[src/rtl/hamming_inject_sequencer.sv]
// Self-test sequencer for the Hamming(7,4) encode -> inject -> decode chain.
// Sweeps every nibble against error positions 0..POS_MAX, SETTLE_CYCLES+1 cycles per vector.
// Optional first-failure log: define HAMMING_SEQ_ERR_LOG_EN to build fail_data/fail_pos/fail_valid.
module hamming_inject_sequencer #(
  parameter int SETTLE_CYCLES = 2,
  parameter int POS_MAX       = 7
) (
  input  logic       clk,
  input  logic       rst_n,
  input  logic       start,
  input  logic       abort,
  output logic [3:0] data_out,
  output logic [2:0] error_pos,
  input  logic [3:0] dec_data,
  input  logic [2:0] dec_syndrome,
  output logic       busy,
  output logic       done,
  output logic [7:0] pass_cnt,
  output logic [7:0] fail_cnt,
  output logic [3:0] fail_data,
  output logic [2:0] fail_pos,
  output logic       fail_valid
);

  typedef enum logic [1:0] {
    S_IDLE,
    S_APPLY,
    S_CHECK,
    S_DONE
  } state_t;

  localparam logic [3:0] SETTLE_LAST = 4'(SETTLE_CYCLES - 1);
  localparam logic [2:0] POS_LAST    = 3'(POS_MAX);

  state_t     state;
  logic [3:0] settle_cnt;
  logic       vec_pass;
  logic       last_vec;

  // A vector passes when the decoder both restores the nibble and names the flipped bit.
  assign vec_pass = (dec_data == data_out) && (dec_syndrome == error_pos);
  assign last_vec = (data_out == 4'hF) && (error_pos == POS_LAST);

  // Sweep FSM: settle, sample, advance position-then-data; abort beats the count in CHECK.
  always_ff @(posedge clk) begin
    if (!rst_n) begin
      state      <= S_IDLE;
      settle_cnt <= '0;
      data_out   <= '0;
      error_pos  <= '0;
      busy       <= 1'b0;
      done       <= 1'b0;
      pass_cnt   <= '0;
      fail_cnt   <= '0;
    end else begin
      case (state)
        S_IDLE, S_DONE: begin
          done       <= 1'b0;
          settle_cnt <= '0;
          if (start) begin
            state     <= S_APPLY;
            busy      <= 1'b1;
            data_out  <= '0;
            error_pos <= '0;
            pass_cnt  <= '0;
            fail_cnt  <= '0;
          end else begin
            state <= S_IDLE;
            busy  <= 1'b0;
          end
        end
        S_APPLY: begin
          if (abort) begin
            state      <= S_IDLE;
            busy       <= 1'b0;
            settle_cnt <= '0;
          end else if (settle_cnt == SETTLE_LAST) begin
            state      <= S_CHECK;
            settle_cnt <= '0;
          end else begin
            settle_cnt <= settle_cnt + 4'd1;
          end
        end
        S_CHECK: begin
          if (abort) begin
            state <= S_IDLE;
            busy  <= 1'b0;
          end else begin
            if (vec_pass) pass_cnt <= pass_cnt + 8'd1;
            else          fail_cnt <= fail_cnt + 8'd1;
            if (last_vec) begin
              // Final vector: hold data_out/error_pos for the DONE cycle.
              state <= S_DONE;
              busy  <= 1'b0;
              done  <= 1'b1;
            end else begin
              state <= S_APPLY;
              if (error_pos == POS_LAST) begin
                error_pos <= '0;
                data_out  <= data_out + 4'd1;
              end else begin
                error_pos <= error_pos + 3'd1;
              end
            end
          end
        end
        default: begin
          state <= S_IDLE;
          busy  <= 1'b0;
          done  <= 1'b0;
        end
      endcase
    end
  end

`ifdef HAMMING_SEQ_ERR_LOG_EN
  logic start_go;
  logic check_fail;

  assign start_go   = start && ((state == S_IDLE) || (state == S_DONE));
  assign check_fail = (state == S_CHECK) && !abort && !vec_pass;

  // Latch only the first failing vector of a sweep; a new sweep clears the log.
  always_ff @(posedge clk) begin
    if (!rst_n) begin
      fail_data  <= '0;
      fail_pos   <= '0;
      fail_valid <= 1'b0;
    end else if (start_go) begin
      fail_data  <= '0;
      fail_pos   <= '0;
      fail_valid <= 1'b0;
    end else if (check_fail && !fail_valid) begin
      fail_data  <= data_out;
      fail_pos   <= error_pos;
      fail_valid <= 1'b1;
    end
  end
`else
  assign fail_data  = '0;
  assign fail_pos   = '0;
  assign fail_valid = 1'b0;
`endif

endmodule
[config.mk]
export PLATFORM = sky130hd
export DESIGN_NAME = hamming_inject_sequencer
export DESIGN_NICKNAME = d
export VERILOG_FILES = /design/src/rtl/hamming_inject_sequencer.sv
export SDC_FILE = /design/constraint.sdc
export NUM_CORES = 1
export LEC_CHECK = 0
export ABC_AREA = 1
export BUFFER_PORTS_ARGS = -buffer_cell sky130_fd_sc_hd__buf_2
export CORE_MARGIN = 1
export CORE_UTILIZATION = 40
export DETAILED_ROUTE_END_ITERATION = 7
export PLACE_DENSITY = 0.63
export SLEW_MARGIN = 20
export SYNTH_ARGS = -nofsm -noshare
export SYNTH_HDL_FRONTEND = slang
export SYNTH_SLANG_ARGS = --single-unit
[constraint.sdc]
create_clock -name clk -period 1.57 [get_ports clk]
set_clock_uncertainty 0.1 [all_clocks]
set_input_delay 0 -clock clk [delete_from_list [all_inputs] [get_ports clk]]
set_output_delay 0 -clock clk [all_outputs]
set_load 0.02 [all_outputs]
==> flow_summary.toml, run 1 <==
[run_status]
status = "complete, but fails checks"
violations = "setup timing"

[placed_design]
port_buffers = 35
place_congestion = 0.8138
dp_hpwl_um = 3531
dpl_cell_area_mm2 = 0.002434

[floorplan]
dieWidth_um = 73.08
std_cell_rows = 25
design.core.area_mm2 = 0.004786
die_y_um = 73.08
io_pins = 44
start_util_pct = 42.22
design.die.area_mm2 = 0.005340

[timing]
setup_ws_ps = -9.592
finalCritPeriodShare_pct = 100.6
setup_viol = 3
tightest_slew_ps = 621.4
fmax_ghz = 0.6331
max_slew_margin_pct = 58.53
finalHoldViolCount = 0
drv_slew = 0
rsz0062_at_grt = "yes"
min_period_ps = 1580

[global_routing]
antenna_found_initial = 0
use_met2_pct = 30.25
grt.met3_usage_pct = 5.801
track_usage_pct = 18.90
overflow = 0
grt_pass1_wl_um = 7803
grtUsageMet1_pct = 24.00
busiest_layer = "met2"
grt_pass1_vias = 1863
grt_max_degree = 17

[power]
power_mw = 1.867
p_leak_nw = 1.293
peakVddDrop_uv = 583.6
powerDensity_mw_per_mm2 = 673.3

[setup_path]
reg2reg_depth = 10
reg2reg_to = "fail_cnt[4]"
cp_data_required_time_ps = 1610
r2r_setup_slack_ps = -10
arrival_ps = 1620
worst_setup_path_start_kind = "flop"
rr_startpoint = "state[0]"
cp_max_fo = 6
cp-end-kind = "flop"
worstSetupPathType = "reg2reg"

[clocking]
path_clk_slew_ps = 60
htree_levels = 2
root_buffer = "clkbuf_8"
clkLatencyLatePin_ps = 290
cts_num_sinks = 31
cts_tree = "done"
cts_max_path_buffers = 2
numCtsBuffers = 5

[detailed_routing]
drt_iter0_markers = 130
drc = 0
vias = 2098
drt_first_pass_iters = 4
vias_per_cell = 4.694
ant_nets = 0
finalWirelength_um = 4907
wl_per_cell_um = 10.98

[worst_hold_path]
worstHoldPathType = "in2reg"
min-delay-start = "abort"
hold_depth = 4
worst_hold_path.endpoint = "state[1]"

[cells_and_area]
diodes = 0
area_delta_synth_final_pct = 37.21
layout_common_cells = "nand2_1, inv_1, buf_2, dfxtp_1, nor2_1"
finalInstanceArea_mm2 = 0.002773
final_common_cell = "nand2_1"
drive_above_1_share_pct = 32.11
final_nets = 400

[flow_run]
maxCapViolCount = 0

[synthesis]
ys_types = 31
synth_top_area_share_pct = 30.71
netlist_area_mm2 = 0.002021
synth_warnings = 0
ys_seq_area_share_pct = 30.71
synthTopCellsByArea = "dfxtp_1, nand2_1, inv_1, ha_1, a21oi_1"
synth_top_area_cell = "dfxtp_1"
syn_area_per_cell_um2 = 6.477
syn_inst = 312
synth-seq-cells = 31
## per-stage QoR
step | hold slack, ps | TNS, ps | cells | setup WS [ps] | util [%]
after floorplan | 48.40 | -8.602 | 319 | -8.602 | -
after global placement | 226.5 | -1185 | 430 | -88.09 | 50.85
after detailed placement | 230.2 | -2187 | 430 | -132.3 | 50.85
after CTS | 8.032 | -226.2 | 443 | -25.19 | 54.59
after global routing | 83.19 | -1319 | 447 | -91.08 | 57.93
final | 45.16 | -17.08 | 447 | -9.592 | 57.93
## cells by family after synthesis
family	count (synthesis)	synth area share [%]
xor+xnor	4	1.734
buf+inv	63	13.50
simple gates	161	36.47
other cells	1	0.1856
fa+ha+maj	10	6.192
compound gates	42	11.21
flops	31	30.71
## sequential cells by signal, indices dropped and copies added, names as in the netlist
register and count:
pass_cnt 8, fail_cnt 8, data_out 4, error_pos 3, settle_cnt 4, done 1
state 2, busy 1
## timing repair
| item | 4_1_cts | 5_1_grt |
|---|---|---|
| pin swaps | 10 | 18 |
| hold endpoints to repair | 10 | 0 |
| resized for setup | 13 | 37 |
| buffers inserted | 2 | 4 |
| setup endpoints to repair | 27 | 30 |
| hold buffers | 2 | 0 |
| cloned | 1 | 0 |
## per-layer routing
layer / up-vias / wire (µm)
met2: 45 / 2258
met1: 931 / 2374
met5: - / 0
met3: 8 / 212
met4: 0 / 61
li1: 1114 / -
## synth_stat cells, drive strengths merged
library cell,instances
or2,1
ha,10
a221oi,1
a31oi,1
a211oi,2
xor2,3
nor3b,4
dfxtp,31
nor3,2
clkbuf,3
o21a,1
nand2,89
buf,11
xnor2,1
inv,49
a21oi,24
nand3,23
nor2,31
o21ai,13
conb,1
nand4,11
## how the worst max path moves through the flow
stage / end / slack, ps / cells after the start / from
2_1_floorplan: error_pos[0] / -9 / 8 / data_out[1]
3_3_place_gp: fail_cnt[4] / -90 / 7 / state[0]
3_5_place_dp: fail_cnt[4] / -130 / 7 / state[0]
4_1_cts: pass_cnt[2] / -30 / 11 / state[0]
5_1_grt: pass_cnt[5] / -90 / 12 / error_pos[0]
6_report: fail_cnt[4] / -10 / 10 / state[0]
## report_power, final
part | leakage, nW | switching (mW) | internal (mW)
Clock | 0.0422 | 0.302 | 0.310
Combinational | 0.997 | 0.258 | 0.164
Sequential | 0.253 | 0.0237 | 0.809
## final cells by class
| cell class | count | area (µm²) |
|---|---|---|
| clock inverter | 1 | 5.005 |
| clock buffer | 7 | 76.32 |
| inverter | 49 | 188.9 |
| tap | 67 | 83.83 |
| multi-input combinational | 226 | 1341 |
| fill | 465 | 2013 |
| timing repair buffer | 66 | 449.2 |
| sequential | 31 | 628.1 |
## worst max-delay path, stage by stage, from the launching register on
cell and delay, ps:
dfxtp_2 330, inv_4 70, ha_4 160, inv_4 40, a21oi_2 90, nand2_1 60
nor2_2 120, nand2_4 140, buf_12 160, nand4_1 80, a21oi_1 80
Power figures use the tool's default switching activity.
==> run 2: changes to the inputs <==
- ABC_AREA: 1 -> not set
- SETUP_SLACK_MARGIN: not set -> 0.05
==> flow_summary.toml, run 2 <==
[run_status]
status = "complete, but fails checks"
violations = "setup timing"

[timing]
finalHoldViolCount = 0
drv_slew = 0
finalCritPeriodShare_pct = 123.7
rsz0062_at_grt = "yes"
setup_viol = 27
hold_ws_ps = 243.1
min_period_ps = 1942
setup_ws_ps = -371.6
fmax_ghz = 0.5150

[clocking]
path_clk_slew_ps = 70
cts_max_path_buffers = 2
numCtsBuffers = 5
cts_tree = "done"
htree_levels = 2
cts_num_sinks = 31
root_buffer = "clkbuf_8"
clkLatencyLatePin_ps = 290

[floorplan]
std_cell_rows = 25
io_pins = 44
dieWidth_um = 71.83
design.die.area_mm2 = 0.005160
design.core.area_mm2 = 0.004692
start_util_pct = 41.57
die_y_um = 71.83

[global_routing]
grt_pass1_wl_um = 9722
antenna_found_initial = 0
track_usage_pct = 24.56
grt_max_degree = 15
overflow = 0
grt_pass1_vias = 2037

[synthesis]
ys_types = 51
ys.flop_type = "dfxtp_1"
ys_seq_area_share_pct = 31.82
synth_warnings = 0
synthTopCellsByArea = "dfxtp_1, ha_1, nand2_1, a21oi_1, and3_1"
ys_top_cells_by_count = "dfxtp_1, nand2_1, a21oi_1"
async_reset_ff_share_pct = 0
synth.most_common_cell = "dfxtp_1"
synth_top_area_share_pct = 31.82
syn_area_per_cell_um2 = 8.408
synth-seq-cells = 31
synth_top_area_cell = "dfxtp_1"
syn_inst = 232
netlist_area_mm2 = 0.001951
synth_edf_count = 0

[detailed_routing]
ant_nets = 0
finalWirelength_um = 5921
vias_per_cell = 5.451
vias = 2093
drc = 0
drt_first_pass_iters = 4
drt_iter0_markers = 88
wl_per_cell_um = 15.42

[placed_design]
port_buffers = 35
place_congestion = 0.7866
place_ws_ps = -474.6
dp_hpwl_um = 3940

[flow_run]
maxCapViolCount = 0

[cells_and_area]
drive_above_1_share_pct = 50.61
final_common_cell = "buf_4"
final_util_pct = 66.91
layout_common_cells = "buf_4, buf_2, dfxtp_1, nand2_1, buf_6"
num-fill-cells = 385
largest_registers = "fail_cnt: 8 flops, pass_cnt: 8 flops"
final_nets = 350
diodes = 0
area_delta_synth_final_pct = 60.94

[power]
powerDensity_mw_per_mm2 = 553.2
peakVddDrop_uv = 469.4
p_leak_nw = 1.362

[setup_path]
reg2reg_depth = 7
arrival_ps = 2020
cp_max_fo = 5
worst_setup_path_start_kind = "flop"
cp-end-kind = "flop"
cp_data_required_time_ps = 1650
worstSetupPathType = "reg2reg"

[worst_hold_path]
worstHoldPathType = "in2reg"
hold_depth = 6
[run 2: layout make-up]
cell class	instances	area (µm²)	area share [%]
clock buffer	7	76.32	2.431
clock inverter	1	5.005	0.1594
inverter	7	28.78	0.9167
multi-input combinational	183	1569	49.98
sequential	31	651.9	20.77
tap	54	67.56	2.152
timing repair buffer	101	740.7	23.60
[run 2: metrics by stage]
| stage | setup TNS, ps | instances | cell area [µm²] | total power, mW |
|---|---|---|---|---|
| 3_3_place_gp | -8278 | 362 | 2643 | 1.046 |
| 4_1_cts | -6730 | 384 | 3069 | 1.720 |
| 2_1_floorplan | -5192 | 239 | 2135 | 0.9578 |
| 3_5_place_dp | -8702 | 362 | 2643 | 1.045 |
| 5_1_grt | -8688 | 384 | 3139 | 1.809 |
| 6_report | -6407 | 384 | 3139 | 1.737 |
[run 2: critical path, stage by stage (launching register included)]
cell     delay (ps)
dfxtp_2         330
inv_2            70
ha_4            140
inv_2            30
or4b_4          520
or2_4           280
nor3b_1         140
o221a_1         230
[run 2: kinds of logic after synthesis]
logic type      after synthesis  share of synthesized area (%)
simple gates                 85                          24.44
other cells                   1                         0.1922
xor+xnor                      7                          3.143
fa+ha+maj                    10                          6.414
buf+inv                      26                          6.991
compound gates               65                          23.28
flops                        31                          31.82
mux                           7                          3.720
[run 2: metal layers]
layer / global-route usage [%] / vias to the layer above / routed length (µm)
li1: - / 1042 / -
met1: 30.02 / 990 / 2632
met4: 9.368 / 0 / 106
met5: 0 / - / 0
met2: 42.56 / 47 / 3000
met3: 4.782 / 14 / 183
[run 2: repair_timing]
item / 4_1_cts / 5_1_grt
pin swaps: 23 / 7
endpoints found under the hold margin: 9 / 0
gates resized for setup: 56 / 18
hold buffers: 2 / 0
endpoints found under the setup margin: 30 / 31
cloned: 3 / 0
setup buffers: 9 / 1
[run 2: where the power goes]
| part | total (mW) | internal (mW) | switching [mW] |
|---|---|---|---|
| logic | 0.338 | 0.161 | 0.176 |
| registers | 0.784 | 0.780 | 0.00415 |
| clock network | 0.615 | 0.311 | 0.305 |
| total | 1.74 | 1.25 | 0.485 |
[run 2: path summary, 6_finish.rpt]
check                           slack, ps          end         from
worst max-delay path                 -370  fail_cnt[3]     state[0]
worst min register to register        370  pass_cnt[7]  pass_cnt[7]
worst min-delay path                  240     state[1]        abort
worst max register to register       -370  fail_cnt[3]     state[0]
